**src/rtl/alu_result_buffer.sv**
```systemverilog
// Receive buffer for the fixed-point ALU result interface: captures every valid
// result into a show-ahead FIFO, drops on full with a sticky overflow flag.
module alu_result_buffer #(
  parameter int DEPTH  = 8,
  parameter int DATA_W = 16,
  localparam int AW    = $clog2(DEPTH)
) (
  input  logic              clk,
  input  logic              rst,
  input  logic [DATA_W-1:0] res_i,
  input  logic              valid_i,
  output logic [DATA_W-1:0] data_o,
  output logic              valid_o,
  input  logic              ready_i,
  output logic [AW:0]       count_o,
  output logic              full_o,
  output logic              empty_o,
  output logic              sat_o,
  output logic              overflow_o,
  input  logic              clr_ovf_i
);

  localparam logic [AW:0]              DEPTH_C = (AW+1)'(DEPTH);
  localparam logic signed [DATA_W-1:0] SAT_MAX = DATA_W'(127);
  localparam logic signed [DATA_W-1:0] SAT_MIN = -(DATA_W'(128));

  logic [DATA_W-1:0] r_mem [DEPTH];
  logic [AW-1:0]     r_wptr;
  logic [AW-1:0]     r_rptr;
  logic [AW:0]       r_count;
  logic              r_ovf;

  logic              w_full;
  logic              w_empty;
  logic              w_pop;
  logic              w_push;
  logic              w_drop;
  logic [AW:0]       w_count_nxt;
  logic              w_ovf_nxt;
  logic [DATA_W-1:0] w_head;

  assign w_full  = (r_count == DEPTH_C);
  assign w_empty = (r_count == {(AW+1){1'b0}});
  // A pop frees a slot in the same cycle, so a push into a full buffer is legal then.
  assign w_pop   = !w_empty && ready_i;
  assign w_push  = valid_i && (!w_full || w_pop);
  assign w_drop  = valid_i && w_full && !w_pop;

  // Next count and sticky overflow; a drop in the clearing cycle keeps the flag set.
  always_comb begin
    w_count_nxt = r_count;
    w_ovf_nxt   = r_ovf;
    case ({w_push, w_pop})
      2'b10:   w_count_nxt = r_count + {{AW{1'b0}}, 1'b1};
      2'b01:   w_count_nxt = r_count - {{AW{1'b0}}, 1'b1};
      default: w_count_nxt = r_count;
    endcase
    if (w_drop) begin
      w_ovf_nxt = 1'b1;
    end else if (clr_ovf_i) begin
      w_ovf_nxt = 1'b0;
    end else begin
      w_ovf_nxt = r_ovf;
    end
  end

  // Pointer, occupancy and overflow state.
  always_ff @(posedge clk or posedge rst) begin
    if (rst) begin
      r_wptr  <= {AW{1'b0}};
      r_rptr  <= {AW{1'b0}};
      r_count <= {(AW+1){1'b0}};
      r_ovf   <= 1'b0;
    end else begin
      if (w_push) begin
        r_wptr <= r_wptr + {{(AW-1){1'b0}}, 1'b1};
      end
      if (w_pop) begin
        r_rptr <= r_rptr + {{(AW-1){1'b0}}, 1'b1};
      end
      r_count <= w_count_nxt;
      r_ovf   <= w_ovf_nxt;
    end
  end

  // Storage array; contents intentionally survive reset.
  always_ff @(posedge clk) begin
    if (w_push) begin
      r_mem[r_wptr] <= res_i;
    end
  end

  // Show-ahead read port, forced to zero when nothing is buffered.
  always_comb begin
    w_head = {DATA_W{1'b0}};
    if (!w_empty) begin
      w_head = r_mem[r_rptr];
    end else begin
      w_head = {DATA_W{1'b0}};
    end
  end

  assign data_o     = w_head;
  assign valid_o    = !w_empty;
  assign count_o    = r_count;
  assign full_o     = w_full;
  assign empty_o    = w_empty;
  assign overflow_o = r_ovf;
  assign sat_o      = !w_empty &&
                      (($signed(w_head) > SAT_MAX) || ($signed(w_head) < SAT_MIN));

endmodule

```
**config.mk**
```make
export PLATFORM = sky130hd
export DESIGN_NAME = alu_result_buffer
export DESIGN_NICKNAME = d
export VERILOG_FILES = /design/src/rtl/alu_result_buffer.sv
export SDC_FILE = /design/constraint.sdc
export NUM_CORES = 1
export LEC_CHECK = 0
export ABC_AREA = 1
export BUFFER_PORTS_ARGS = -buffer_cell sky130_fd_sc_hd__buf_2
export CAP_MARGIN = 10
export CELL_PAD_IN_SITES_DETAIL_PLACEMENT = 2
export CELL_PAD_IN_SITES_GLOBAL_PLACEMENT = 2
export CORE_UTILIZATION = 36
export CTS_CLUSTER_DIAMETER = 60
export DETAILED_ROUTE_END_ITERATION = 7
export PLACE_DENSITY_LB_ADDON = 0.3
export SYNTH_ARGS = -nofsm -noshare
export SYNTH_HDL_FRONTEND = slang
export SYNTH_SLANG_ARGS = --single-unit
```
**constraint.sdc**
```tcl
create_clock -name clk -period 2.4 [get_ports clk]
set_clock_uncertainty 0.15 [all_clocks]
set_input_delay 0.36 -clock clk [delete_from_list [all_inputs] [get_ports clk]]
set_output_delay 0.36 -clock clk [all_outputs]
set_load 0.02 [all_outputs]
```
==> results.toml <==
[outcome]
outcome = "finished, violations left"
violations = "setup timing"

[clock_tree]
clkLatencyLatePin_ns = 0.42
cts_buffers = 17
cts.sink_count = 139
clk_pin_slew_ns = 0.06
htreeDepth = 4
clockBufferDepth = 2
cts_tree = "yes"
cts_root_buf = "clkbuf_16"

[detailed_routing]
postRouteAntennaNets = 0
drt_pre_antenna_iters = 4
drc = 0
vias = 4364
avgRoutedWirePerCell_um = 22.09
avgViaCountPerCell = 5.069
wl_mm = 19.02
first_iter_violations = 214

[synthesis]
yosys.area.top_type = "edfxtp_1"
ys_seq_area_frac = 0.6909
synthTopCellsByCount = "edfxtp_1, nand2_1, nor2_1, inv_1, o21ai_0"
synthArstFlopShare = 0.07914
netlist_area_mm2 = 0.005962
yosys_register_bits = 139
netlist.area_leader.share = 0.6447
syn_inst = 548
yosysWarnings = 0
synth_area_per_cell_um2 = 10.88
synth_edf_count = 128
synth_most_common_cell = "edfxtp_1"
synth-main-ff-cell = "edfxtp_1"
yosysUniqueCellTypes = 24
netlist_top_cells_area = "edfxtp_1, nand2_1, nor2_1, dfrtp_1, inv_1"
syn_nets = 574

[power_and_ir_drop]
power_density_mw_per_mm2 = 1438
p_leak_nw = 3.183
pwr-share-comb = 0.455
p_switching_mw = 4.323
ir_worst_vdd_uv = 852.7
power.total_mw = 11.16
p_int_mw = 6.837
p_seq_frac = 0.290
sw_frac_of_total = 0.3874
power.share.clock = 0.255

[hold_path]
hold_path.class = "primary input to register"

[place]
placement.io_buffers = 45
postPlaceCellArea_mm2 = 0.006568
globalplace.congestion = 0.7543
hpwl_mm = 10.09

[final_layout]
fillers = 1640
fin_area_mm2 = 0.007760
drive_gt1_frac = 0.2589
post-route-util = 0.4850
syn_to_final_growth_pct = 30.16
num-nets-final = 658
antennaDiodeCount = 0

[worst_setup_path]
critical_path.max_stage_delay_ns = 0.48
critical_path_class = "register to output pin"
cp.arrival_ns = 2.15
slowest_stage = "dfrtp_2"
worstPathCellList = "inv_8 -> clkbuf_16 -> nand2_1 -> nand2_1 -> nand2_1 -> nand2_1 -> nand2_1 -> nand2_2 -> nand3_1 -> nor2_1 -> nand3_1 -> nand2_1 -> nor2_1 -> buf_4"
worstPathRequired_ns = 1.89
cp-end-kind = "output pin"
timing.critical_path.from_type = "register"
path_common_cell = "nand2_1"
path_max_fanout = 7

[grt]
antenna_found_initial = 0
grt_pass1_vias = 4832
grt_pass1_wl_mm = 26.95
groute.usage.overall = 0.2231
grt_overflow = 0
grt_max_degree = 26

[job]
max_cap_violations = 0

[floorplan]
fp.dieArea_mm2 = 0.01708
core_area_mm2 = 0.01600
die_y_um = 130.7
io_pins = 46
initial_core_util = 0.3726
std_cell_rows = 46
die_w_um = 130.7

[timing]
grt_setup_unrepaired = "yes"
finalWorstSetupSlack_ns = -0.2610
slew_headroom = 0.6502
fin_crit_ns = 2.661
tightest_slew_ns = 0.5241
hold_viol_final = 0
timing.fmax_mhz = 375.8
slew_viol_final = 0
post-route-period-util = 1.109
finalSetupViolCount = 11
cells by family after synthesis:
kind of cell    after synthesis  synth area share
flops                       139            0.6909
buf+inv                      92           0.06674
xor+xnor                      6          0.008814
compound gates               69           0.06212
simple gates                237            0.1597
fa+ha+maj                     5           0.01175
placed cells by master (no fill, tap or decap), types with 19 or more instances in the layout:
master / instances
inv_1: 59
buf_4: 30
buf_2: 32
o21ai_0: 28
o21ai_1: 20
clkbuf_16: 23
nand2_1: 95
nand2_2: 19
edfxtp_1: 128
nor2_1: 80
nand3_1: 27
layer usage:
layer  wire length (µm)  GRT usage  vias to the layer above
li1                   -          -                     1999
met1               7924     0.2617                     2244
met2              10210     0.3999                       95
met3                544    0.05130                       26
met4                333    0.07843                        0
met5                  0          0                        -
critical path, delay by kind of cell (launching register included):
family	cells	cell delay (ns)
buf+inv	3	0.45
flops	1	0.48
simple gates	11	0.82
final timing paths:
kind	startpoint	to	slack, ns	cells past startpoint
worst max register to register	count_o[0]	count_o[3]	0.10	10
max in group asynchronous	rst	r_rptr[0]	1.35	3
min in group asynchronous	rst	r_rptr[1]	0.37	3
worst max-delay path	r_rptr[0]	sat_o	-0.26	14
worst min-delay path	res_i[6]	r_mem[7][6]	0.06	1
worst min register to register	overflow_o	overflow_o	0.39	2
registers in the layout (all words and copies together), names as in the netlist:
name        flops
r_rptr          3
overflow_o      1
count_o         4
r_mem         128
r_wptr          3
through the flow:
step	setup slack (ns)	setup TNS (ns)	hold slack [ns]	instances
after floorplan	-0.1027	-6.571	0.06244	548
after detailed placement	0.1044	0	0.2751	808
after global placement	0.1970	0	0.2545	808
after CTS	-0.2641	-1.697	0.04069	852
final	-0.2610	-1.233	0.05812	861
after global routing	-0.4464	-2.840	0.06239	861
power groups by stage:
stage,combinational [mW],sequential (mW),clock (mW)
detailed placement,3.81,3.23,0
finish,5.07,3.24,2.85
CTS,4.40,3.22,2.89
global route,5.49,3.26,2.97
floorplan,2.45,3.23,0
global placement,3.61,3.20,0
final cells by class:
type                       count  area (µm²)  area share
clock inverter                13       197.7     0.02548
multi-input combinational    317        1574      0.2028
sequential                   139        4120      0.5310
inverter                      67       267.8     0.03451
tap                          216       270.3     0.03483
timing repair buffer          90       897.1      0.1156
clock buffer                  19       432.9     0.05579
repair_timing:
| action | 4_1_cts | 5_1_grt |
|---|---|---|
| hold buffers | 2 | 0 |
| endpoints found under the hold margin | 12 | 0 |
| gates cloned | 3 | 6 |
| endpoints found under the setup margin | 12 | 17 |
| pin swaps | 9 | 15 |
| buffers inserted | 7 | 5 |
| resized for setup | 32 | 65 |
No activity file was read; power rests on OpenSTA's default activity.
